**config.mk**
```make
export PLATFORM = sky130hd
export DESIGN_NAME = lcd_reader
export DESIGN_NICKNAME = d
export VERILOG_FILES = /design/src/rtl/lcd_pkg.sv /design/src/rtl/lcd_phase_timer.sv /design/src/rtl/lcd_reader.sv
export SDC_FILE = /design/constraint.sdc
export NUM_CORES = 1
export LEC_CHECK = 0
export CORE_MARGIN = 3
export CORE_UTILIZATION = 42
export CTS_BUF_LIST = sky130_fd_sc_hd__clkbuf_8
export DETAILED_ROUTE_END_ITERATION = 7
export PLACE_DENSITY_LB_ADDON = 0.08
export SLEW_MARGIN = 20
export SYNTH_ARGS = -nofsm -noshare
export SYNTH_HDL_FRONTEND = slang
export SYNTH_SLANG_ARGS = --single-unit
```
**constraint.sdc**
```tcl
create_clock -name clk -period 3.1 [get_ports clk]
set_input_delay 0.93 -clock clk [delete_from_list [all_inputs] [get_ports clk]]
set_output_delay 0.93 -clock clk [all_outputs]
set_load 0.05 [all_outputs]
```
**src/rtl/lcd_pkg.sv**
```systemverilog
// Shared HD44780 bus definitions: op codes, reader states, 50 MHz timing, command bytes.
package lcd_pkg;

    typedef enum logic [1:0] {
        OP_READ_BF_AC = 2'd0,
        OP_READ_DATA  = 2'd1,
        OP_POLL_BF    = 2'd2,
        OP_RSVD       = 2'd3
    } op_e;

    typedef enum logic [2:0] {
        ST_IDLE    = 3'd0,
        ST_SETUP   = 3'd1,
        ST_EN_HIGH = 3'd2,
        ST_HOLD    = 3'd3,
        ST_GAP     = 3'd4,
        ST_RESP    = 3'd5
    } state_e;

    // Bus phase timing in 20 ns clk cycles.
    localparam int T_AS_CYC  = 3;    // RS/RW setup before E rises
    localparam int T_PW_CYC  = 13;   // E high, covers data-out delay
    localparam int T_H_CYC   = 2;    // RS/RW hold after E falls
    localparam int T_GAP_CYC = 15;   // E low between poll reads
    localparam logic [15:0] POLL_MAX_DEF = 16'd50000;

    // Command execution delays used by the write FSM.
    localparam int T_CMD_CYC   = 2000;   // 40 us typical command
    localparam int T_CLEAR_CYC = 82000;  // 1.64 ms clear/home

    // HD44780 command bytes.
    localparam logic [7:0] CMD_CLEAR      = 8'h01;
    localparam logic [7:0] CMD_HOME       = 8'h02;
    localparam logic [7:0] CMD_ENTRY_INC  = 8'h06;
    localparam logic [7:0] CMD_DISP_ON    = 8'h0C;
    localparam logic [7:0] CMD_FUNC_8B_2L = 8'h38;
    localparam logic [7:0] CMD_SET_CGRAM  = 8'h40;
    localparam logic [7:0] CMD_SET_DDRAM  = 8'h80;

    // Saturating 16-bit increment for the E-pulse counter.
    function automatic logic [15:0] sat_inc16(input logic [15:0] v);
        return (v == 16'hFFFF) ? v : v + 16'd1;
    endfunction

endpackage

```
**src/rtl/lcd_phase_timer.sv**
```systemverilog
// Loadable down-counter; done is high during the last cycle of a loaded phase.
module lcd_phase_timer (
    input  logic       clk,
    input  logic       rst_n,
    input  logic       load,
    input  logic [7:0] load_val,
    output logic       done
);

    logic [7:0] cnt;

    // Load on phase entry, then count down to zero and stop.
    always_ff @(posedge clk or negedge rst_n) begin
        if (!rst_n)          cnt <= 8'd0;
        else if (load)       cnt <= load_val;
        else if (cnt != 8'd0) cnt <= cnt - 8'd1;
    end

    // Derived from the counter only, so done never depends on load (no comb loop).
    assign done = (cnt == 8'd1);

endmodule

```
**src/rtl/lcd_reader.sv**
```systemverilog
// Read-side master for the 8-bit HD44780 bus: BF/AC read, data read, busy poll.
module lcd_reader
    import lcd_pkg::*;
#(
    parameter int          T_AS     = T_AS_CYC,
    parameter int          T_PW     = T_PW_CYC,
    parameter int          T_H      = T_H_CYC,
    parameter int          T_GAP    = T_GAP_CYC,
    parameter logic [15:0] POLL_MAX = POLL_MAX_DEF
) (
    input  logic        clk,
    input  logic        rst_n,
    input  logic        req_valid,
    input  logic [1:0]  req_op,
    output logic        req_ready,
    output logic        rsp_valid,
    input  logic        rsp_ready,
    output logic [7:0]  rsp_data,
    output logic        rsp_busy,
    output logic [6:0]  rsp_addr,
    output logic        rsp_err,
    output logic [15:0] rsp_reads,
    input  logic [7:0]  lcd_data_in,
    output logic        lcd_rs,
    output logic        lcd_rw,
    output logic        lcd_en,
    output logic        bus_own
);

    // Phase timer is 8 bits wide; every phase must fit in 1..255 cycles.
    if (T_AS < 1 || T_AS > 255 || T_PW < 1 || T_PW > 255 ||
        T_H < 1 || T_H > 255 || T_GAP < 1 || T_GAP > 255) begin : g_bad_timing
        $error("lcd_reader: phase length outside 1..255 cycles");
    end

    localparam logic [7:0] AS8  = 8'(T_AS);
    localparam logic [7:0] PW8  = 8'(T_PW);
    localparam logic [7:0] H8   = 8'(T_H);
    localparam logic [7:0] GAP8 = 8'(T_GAP);

    state_e     state, state_nxt;
    op_e        op_q, op_nxt;
    logic       accept, done, load, timeout;
    logic [7:0] load_val;
    logic       rs_nxt, rw_nxt, en_nxt, own_nxt, rdy_nxt, vld_nxt;

    assign accept  = (state == ST_IDLE) && req_valid && req_ready;
    assign op_nxt  = accept ? op_e'(req_op) : op_q;
    // BF still set after the POLL_MAX-th read: give up.
    assign timeout = (op_q == OP_POLL_BF) && rsp_data[7] && (rsp_reads >= POLL_MAX);
    assign load    = (state_nxt != state);

    lcd_phase_timer u_timer (
        .clk      (clk),
        .rst_n    (rst_n),
        .load     (load),
        .load_val (load_val),
        .done     (done)
    );

    // Phase length for the state being entered.
    always_comb begin
        load_val = 8'd0;
        case (state_nxt)
            ST_SETUP:   load_val = AS8;
            ST_EN_HIGH: load_val = PW8;
            ST_HOLD:    load_val = H8;
            ST_GAP:     load_val = GAP8;
            default:    load_val = 8'd0;
        endcase
    end

    // State register.
    always_ff @(posedge clk or negedge rst_n) begin
        if (!rst_n) begin
            state <= ST_IDLE;
            op_q  <= OP_READ_BF_AC;
        end else begin
            state <= state_nxt;
            op_q  <= op_nxt;
        end
    end

    // Next-state logic; phases advance on the timer's done.
    always_comb begin
        state_nxt = state;
        case (state)
            ST_IDLE:    if (accept) state_nxt = (req_op == OP_RSVD) ? ST_RESP : ST_SETUP;
            ST_SETUP:   if (done) state_nxt = ST_EN_HIGH;
            ST_EN_HIGH: if (done) state_nxt = ST_HOLD;
            ST_HOLD:    if (done) state_nxt = (op_q != OP_POLL_BF || !rsp_data[7] || timeout)
                                              ? ST_RESP : ST_GAP;
            ST_GAP:     if (done) state_nxt = ST_SETUP;
            ST_RESP:    if (rsp_ready) state_nxt = ST_IDLE;
            default:    state_nxt = ST_IDLE;
        endcase
    end

    // Bus/handshake values for the upcoming state; registered below.
    always_comb begin
        rs_nxt  = 1'b0;
        rw_nxt  = 1'b0;
        en_nxt  = 1'b0;
        own_nxt = 1'b0;
        rdy_nxt = 1'b0;
        vld_nxt = 1'b0;
        case (state_nxt)
            ST_IDLE: rdy_nxt = 1'b1;
            ST_SETUP, ST_EN_HIGH, ST_HOLD, ST_GAP: begin
                rs_nxt  = (op_nxt == OP_READ_DATA);
                rw_nxt  = 1'b1;
                own_nxt = 1'b1;
                en_nxt  = (state_nxt == ST_EN_HIGH);
            end
            ST_RESP: vld_nxt = 1'b1;
            default: ;
        endcase
    end

    // Registered outputs, capture register, pulse counter and response fields.
    always_ff @(posedge clk or negedge rst_n) begin
        if (!rst_n) begin
            lcd_rs    <= 1'b0;
            lcd_rw    <= 1'b0;
            lcd_en    <= 1'b0;
            bus_own   <= 1'b0;
            req_ready <= 1'b0;
            rsp_valid <= 1'b0;
            rsp_data  <= 8'h00;
            rsp_reads <= 16'd0;
            rsp_busy  <= 1'b0;
            rsp_addr  <= 7'd0;
            rsp_err   <= 1'b0;
        end else begin
            lcd_rs    <= rs_nxt;
            lcd_rw    <= rw_nxt;
            lcd_en    <= en_nxt;
            bus_own   <= own_nxt;
            req_ready <= rdy_nxt;
            rsp_valid <= vld_nxt;
            if (accept) begin
                rsp_data  <= 8'h00;
                rsp_reads <= 16'd0;
                rsp_busy  <= 1'b0;
                rsp_addr  <= 7'd0;
                rsp_err   <= 1'b0;
            end else begin
                if (state == ST_EN_HIGH && done) rsp_data <= lcd_data_in;
                if (state == ST_SETUP && done)   rsp_reads <= sat_inc16(rsp_reads);
            end
            // Decode only on RESP entry so fields stay frozen under backpressure.
            if (state == ST_HOLD && state_nxt == ST_RESP) begin
                rsp_err  <= timeout;
                rsp_busy <= (op_q != OP_READ_DATA) && rsp_data[7];
                rsp_addr <= (op_q != OP_READ_DATA) ? rsp_data[6:0] : 7'd0;
            end else if (state == ST_IDLE && state_nxt == ST_RESP) begin
                rsp_err  <= 1'b1;
            end
        end
    end

endmodule

```
== Word-level counts from Yosys, hierarchy flattened ==
Cells that the tools add are included.

* Register bits after elaboration: 51
* Input bits: 14
* Output and inout bits: 39
* Word-level logic and storage cells: 87

* $add $sub $neg: 2
* Magnitude comparators: 1
* Equality and inequality tests: 19
* Multiplexer cells: 30
* Reductions and logical operators: 22

{| class="wikitable"
|+ Operators with widths
! operator !! number
|-
| $mux W16 || 3
|-
| $mux W8 || 4
|-
| $mux W3 || 7
|-
| $mux W7 || 3
|-
| $pmux W3 S6 || 1
|-
| $add A16 B1 Y16 const B || 1
|-
| $eq A16 B16 Y1 const B || 1
|-
| $ge A16 B16 Y1 const B || 1
|-
| $pmux W4 S4 || 1
|-
| $eq A3 B2 Y1 const B || 4
|-
| $eq A3 B3 Y1 const B || 4
|-
| $mux W1 || 10
|-
| $logic_and A1 B1 Y1 || 9
|-
| $eq A8 B1 Y1 const B || 1
|-
| $reduce_bool A2 Y1 || 4
|-
| $reduce_bool A8 Y1 || 1
|-
| $sub A8 B1 Y8 const B || 1
|-
| $eq A3 B1 Y1 const B || 2
|-
| $logic_not A3 Y1 || 2
|-
| $eq A2 B2 Y1 const B || 2
|-
| $ne A2 B2 Y1 const B || 2
|-
| $reduce_or A4 Y1 || 1
|-
| $ne A3 B3 Y1 || 1
|-
| $reduce_bool A3 Y1 || 1
|-
| other kinds (6) || 7
|}

== Logic depth before layout (Yosys ltp) ==
Gate-level depths: netlist (run 1).

* Depth in word-level cells: 11
* Mapped depth: 10
* Depth with buffers taken out: 7

== By module ==
From an unflattened synthesis (run 1), not the netlist that was laid out.

* Cell total of the unflattened synthesis: 283
* Area, all modules: 2752.6 um2

{| class="wikitable"
|+ By module, submodules not included
! module !! instances !! cells each !! area each (um2) !! sequential area each (um2)
|-
| lcd_reader || 1 || 222 || 2212.1 || 1076.0
|-
| lcd_phase_timer || 1 || 61 || 540.5 || 200.2
|}

== Worst setup path before layout (run 1) ==
OpenSTA, ideal clock, no wires.

* Path kind: register to register
* From: reg u_timer.cnt[1]
* To: reg rsp_reads[7]
* Library setup time: 0.078 ns
* Data arrival time: 2.371 ns
* Data required time: 3.022 ns
* Setup slack: 0.650 ns
* Cell stages (with the launch flop): 10
* Path buffers: 2
* Period minus slack after synthesis: 2.450 ns
* Path through: dfrtp_1 inv_1 ha_1 or3b_2 clkbuf_1 or3_4 a211o_1 buf_6 or3_1 a21oi_1

* Longest elaborated chain between the ends: 4

{| class="wikitable"
|+ Ends and longest elaborated chain
! item !! line !! RTL
|-
| from (decl) || lcd_phase_timer.sv:10 || <nowiki>logic [7:0] cnt;</nowiki>
|-
| from (signal assigned) || lcd_phase_timer.sv:15 || <nowiki>else if (load) cnt <= load_val;</nowiki>
|-
| from (signal assigned) || lcd_phase_timer.sv:16 || <nowiki>else if (cnt != 8'd0) cnt <= cnt - 8'd1;</nowiki>
|-
| $eq A8 B1 Y1 || lcd_phase_timer.sv:20 || <nowiki>assign done = (cnt == 8'd1);</nowiki>
|-
| $logic_and A1 B1 Y1 || lcd_reader.sv:149 || <nowiki>if (state == ST_SETUP && done) rsp_reads <= sat_inc16(rsp_reads);</nowiki>
|-
| $reduce_bool A2 Y1 (no source line) || - ||
|-
| $reduce_and A2 Y1 (no source line) || - ||
|-
| to (signal assigned) || lcd_reader.sv:149 ||
|-
| to (decl) || lcd_reader.sv:22 || <nowiki>output logic [15:0] rsp_reads,</nowiki>
|}

Every way passes these cells.
A chain may end at the register's enable or synchronous reset.

== Worst setup path in the final report (run 1) ==
* From: reg u_timer.cnt[1]
* To: reg rsp_reads[13]

The elaborated chain is that of the path after synthesis.

==> results of run 1 <==
-- through the flow --
stage	total power [W]	instances	util	worst slack [ns]	instance area [sq um]
after floorplan	0.00249	289	-	0.650	2670
after global placement	0.00311	409	0.545	0.379	3280
after detailed placement	0.00313	409	0.545	0.257	3280
after CTS	0.00369	417	0.567	0.425	3420
after global routing	0.00391	417	0.567	0.287	3420
final	0.00366	417	0.567	0.424	3420
-- worst paths after layout --
path	startpoint	endpoint	slack, ns	cells after the start
worst max register to register	u_timer.cnt[1]	rsp_reads[13]	0.42	7
worst min register to register	rsp_addr[5]	rsp_addr[5]	0.51	2
min in group clk	rsp_addr[5]	rsp_addr[5]	0.51	2
max in group asynchronous	rst_n	op_q[1]	2.07	2
worst max-delay path	u_timer.cnt[1]	rsp_reads[13]	0.42	7
worst min-delay path	rst_n	rsp_reads[5]	0.44	1
-- cells by family (layout without fill, tap and decap cells) --
| family | Yosys count | count (layout) |
|---|---|---|
| mux | 4 | 4 |
| buf+inv | 23 | 76 |
| simple gates | 127 | 127 |
| fa+ha+maj | 5 | 5 |
| flops | 51 | 51 |
| compound gates | 63 | 63 |
| xor+xnor | 16 | 16 |
-- registers in the layout, indices dropped and copies added (netlist names) --
name	count
req_ready	1
state	3
lcd_rs	1
rsp_reads	16
u_timer.cnt	8
rsp_err	1
rsp_data	8
lcd_en	1
op_q	2
rsp_addr	7
rsp_valid	1
bus_own	1
rsp_busy	1
-- worst max-delay path, cell delays in order, from the launching register on --
cell	delay [ns]
dfrtp_1	0.39
inv_1	0.12
ha_1	0.18
or3b_2	0.53
or3_4	0.41
a211o_1	0.38
or4_1	0.44
a21oi_1	0.15
-- power by group --
part           switching, W  total [W]  internal [W]
clock              0.000227   0.000549      0.000322
sequential         0.000279    0.00121      0.000928
combinational       0.00122    0.00190      0.000678
total               0.00173    0.00366       0.00193
-- cell usage in the layout (no fill, tap or decap), types with 3 or more instances in the layout --
master,netlist,routed
a31oi_1,4,4
nand4_1,7,7
a21oi_1,14,14
clkbuf_8,0,5
nor3_1,4,4
nand2_1,35,35
clkdlybuf4s50_1,0,51
ha_1,5,5
nand3b_1,4,4
o21ai_0,23,23
xnor2_1,4,4
or3_1,7,7
o31ai_1,3,3
dfrtp_1,51,51
nand3_1,18,18
and3_1,3,3
and2_1,5,5
buf_4,1,9
o211ai_1,4,4
or4_1,3,3
inv_1,7,7
nand2b_1,4,4
nor2_1,20,20
nor3b_1,3,3
xor2_1,12,12
-- final cells by class --
type                            instances  area [sq um]
Clock buffer                            5          68.8
Fill cell                             571          2610
Timing Repair Buffer                   61           583
Clock inverter                          3          67.6
Multi-Input combinational cell        215          1300
Tap cell                               75          93.8
Inverter                                7          26.3
Sequential cell                        51          1280
-- metal layers --
| metal | track usage | vias up | wire length [microns] |
|---|---|---|---|
| li1 | - | 1134 | - |
| met1 | 0.258 | 1100 | 3110 |
| met2 | 0.293 | 58 | 2780 |
| met3 | 0.0346 | 7 | 278 |
| met4 | 0.0532 | 0 | 67 |
| met5 | 0 | - | 0 |
==> results_dict.tcl, run 1 <==
set metrics [dict create \
    ctsHoldBuffers 0 \
    rsz0062_at_grt "no" \
    worstPathArrival_ns 2.91 \
    maxSlewHeadroom 0.593 \
    cts_setup_buffers 0 \
    routed_via_density 5.51 \
    synth_cell_types 47 \
    die_w_microns 85.8 \
    drt-total-wl_microns 6230 \
    yosys_register_bits 51 \
    clockBufferDepth 2 \
    leakagePower_nw 1.40 \
    yosysSeqAreaShare 0.478 \
    clockRootBuffer "clkbuf_8" \
    io_buffers 52 \
    yosysTopAreaCell "dfrtp_1" \
    fin_skew_ns 0.00888 \
    dp_hpwl_microns 4600 \
    netlist_area_sq_um 2670 \
    area_growth_pct 27.9 \
    hold_class "in2async" \
    htreeDepth 2 \
    slew_violations 0 \
    finalSetupViolCount 0 \
    setup.worst_path.end_class "flip-flop" \
    worstPathMaxFanout 13 \
    synth_top_family_by_area "simple AND/OR/NAND/NOR gates" \
    antenna_found_initial 0 \
    die_h_microns 85.8 \
    synth_compound_area_frac 0.146 \
    muxShareOfSynthArea 0.0159 \
    synth_cells 289 \
    nets 360 \
    first_pass_iters 4 \
    drc 0 \
    yosys_warnings 0 \
    rows 28 \
    numCtsBuffers 5 \
    max_cap_violations 0 \
    place_congestion 0.909 \
    critPathLaunchType "flip-flop" \
    grt_pass1_wl_microns 11000 \
    synthTopCellsByCount "dfrtp_1 (51), nand2_1 (35), o21ai_0 (23)" \
    drive_gt1_frac 0.0819 \
    synth.most_common_cell "dfrtp_1" \
    yosys_most_used_dff "dfrtp_1" \
    via_count 2299 \
    crit_type "reg2reg" \
    dieArea_sq_um 7360 \
    grt_pass1_vias 2327 \
    synth_nets 308 \
    cts_tree "done" \
    async_reset_ff_frac 1.00 \
    initial_utilization 0.444 \
    core_sq_um 6030 \
    ys_top_cells_by_area "dfrtp_1 (48%), nand2_1 (4.9%), o21ai_0 (4.3%)" \
    io_pins 53 \
    synth.top_cell.area_share 0.478 \
    p_per_area_nw_per_um2 1070 \
    finalCritPeriodShare 0.863 \
    grt_use_total 0.185 \
    cts.sink_count 51 \
    grt_max_degree 28 \
    clk_pin_slew_ns 0.10 \
    syn_area_per_cell_sq_um 9.25 \
    synth_xor_area_frac 0.0524 \
    cp_data_required_time_ns 3.33 \
    grt-ovfl-total 0 \
    peakVddDrop_uv 529 \
    max_slew.worst_pin.slew_ns 0.605 \
    wl_per_cell_microns 14.9 \
    outcome "finished, final reports clean" \
    initialDrtViolationCount 116 \
    fmax_mhz 374 \
    period_minus_slack_ns 2.68 \
    cts_resized 0 \
    timing.hold.ws_ns 0.444 \
    finalHoldViolations 0 \
    synthAdderAreaFrac 0.0234 \
    detail-route-antenna-nets 0 \
    yosys.area_share.simple 0.248 \
    synth_edf_count 0 \
    tns_ns 0 \
    clk_latency_ns 0.31 \
    antennaDiodeCount 0 \
]
Power figures use the tool's default switching activity.
==> inputs of run 2 (changes only) <==
--- a/constraint.sdc
+++ b/constraint.sdc
@@ -3,2 +3,2 @@
 set_output_delay 0.93 -clock clk [all_outputs]
-set_load 0.05 [all_outputs]
+set_load 0.1 [all_outputs]
==> results_dict.tcl, run 2 (same netlist as run 1, synthesis figures left out) <==
set metrics [dict create \
    outcome "finished, final reports clean" \
    cts_tree "done" \
    r2r-start "u_timer.cnt[1]" \
    worstPathArrival_ns 2.89 \
    crit_type "reg2reg" \
    postLayoutCoreUtil 0.547 \
    clockBufferDepth 2 \
    clk_pin_slew_ns 0.09 \
    period_minus_slack_ns 2.67 \
    max_slew.worst_pin.slew_ns 0.716 \
    die_w_microns 85.8 \
    largest-register "rsp_reads" \
    holdCritStartpoint "rsp_addr[6]" \
    fill_cells 579 \
    final_cell_mix "dfrtp_1 (51), buf_4 (47), nand2_1 (35)" \
    io_pins 53 \
    grt_use_total 0.178 \
    grt_max_degree 52 \
    setup_ws_ns 0.428 \
    core_sq_um 6030 \
    top_regs "rsp_reads x16, rsp_data x8, u_timer.cnt x8" \
    routed_via_density 5.40 \
    slew_violations 0 \
    grt-ovfl-total 0 \
    final_area_sq_um 3300 \
    finalHoldViolations 0 \
    die_h_microns 85.8 \
    largest_register_ffs 16 \
    grt_pass1_vias 2177 \
    fin_skew_ns 0.00368 \
    numCtsBuffers 5 \
    clk_latency_ns 0.30 \
    io_buffers 52 \
    drive_gt1_frac 0.194 \
    pre_cts_ws_ns 0.320 \
    dieArea_sq_um 7360 \
    via_count 2248 \
    finalCritPeriodShare 0.862 \
    worstPathMaxFanout 4 \
    drt-total-wl_microns 6120 \
    maxSlewHeadroom 0.517 \
    cts.sink_count 51 \
    drc 0 \
    final_common_cell "dfrtp_1" \
    rsz0062_at_grt "no" \
    place_congestion 0.921 \
    clockRootBuffer "clkbuf_8" \
    fmax_mhz 374 \
    r2r-end "u_timer.cnt[2]" \
    first_pass_iters 4 \
    dp_hpwl_microns 4410 \
    finalSetupViolCount 0 \
    critPathLaunchType "flip-flop" \
    setup.worst_path.end_class "flip-flop" \
    cts_resized 0 \
    ctsHoldBuffers 0 \
    hold_depth 2 \
    detail-route-antenna-nets 0 \
    htreeDepth 2 \
    max_cap_violations 0 \
    antenna_found_initial 0 \
    area_growth_pct 23.3 \
    grt_pass1_wl_microns 10600 \
    reg2reg_setup_slack_ns 0.43 \
    cp_data_required_time_ns 3.32 \
    rows 28 \
    nets 359 \
    hold_class "reg2reg" \
    min_to "rsp_addr[6]" \
    wl_per_cell_microns 14.7 \
    tns_ns 0 \
    initial_utilization 0.444 \
    cts_setup_buffers 0 \
    postPlaceCellArea_sq_um 3180 \
    initialDrtViolationCount 83 \
    rr_worst_depth 7 \
    antennaDiodeCount 0 \
]
## run 2: worst max-delay path by stage
| stage | startpoint | endpoint | slack [ns] | depth (start not counted) |
|---|---|---|---|---|
| after floorplan | rsp_reads[12] | rsp_err | 0.55 | 7 |
| after global placement | req_valid | lcd_rs | 0.38 | 6 |
| after detailed placement | req_valid | u_timer.cnt[2] | 0.32 | 6 |
| after CTS | u_timer.cnt[1] | rsp_reads[13] | 0.42 | 7 |
| after global routing | u_timer.cnt[1] | u_timer.cnt[2] | 0.18 | 7 |
| final | u_timer.cnt[1] | u_timer.cnt[2] | 0.43 | 7 |
## run 2: metal layers
layer	GRT usage	up-vias	part of all wire
met5	0	-	0
met4	0.0532	0	0.011
met3	0.0413	7	0.059
met2	0.278	57	0.46
met1	0.249	1053	0.47
li1	-	1131	-
## run 2: metrics by stage
step	hold slack (ns)	instances
finish	0.508	416
global route	0.552	416
CTS	0.516	416
detailed placement	0.494	408
global placement	0.483	408
floorplan	0.505	289
## run 2: final cells by class
| class | instances | area [sq um] | area share |
|---|---|---|---|
| inverter | 7 | 26.3 | 0.00797 |
| tap | 75 | 93.8 | 0.0285 |
| clock buffer | 6 | 82.6 | 0.0251 |
| timing repair buffer | 60 | 478 | 0.145 |
| multi-input combinational | 215 | 1300 | 0.396 |
| clock inverter | 2 | 35.0 | 0.0106 |
| sequential | 51 | 1280 | 0.387 |
## run 2: worst max-delay path: stages, from the launching register on
cell,delay [ns]
dfrtp_1,0.39
inv_1,0.12
ha_1,0.18
nor3b_1,0.52
a21oi_1,0.24
o311ai_0,0.67
nand4_1,0.25
o2bb2ai_1,0.21
Power of run 2 is not shown: default switching activity piles up to over one toggle a cycle in this logic, so the estimate is an artifact.
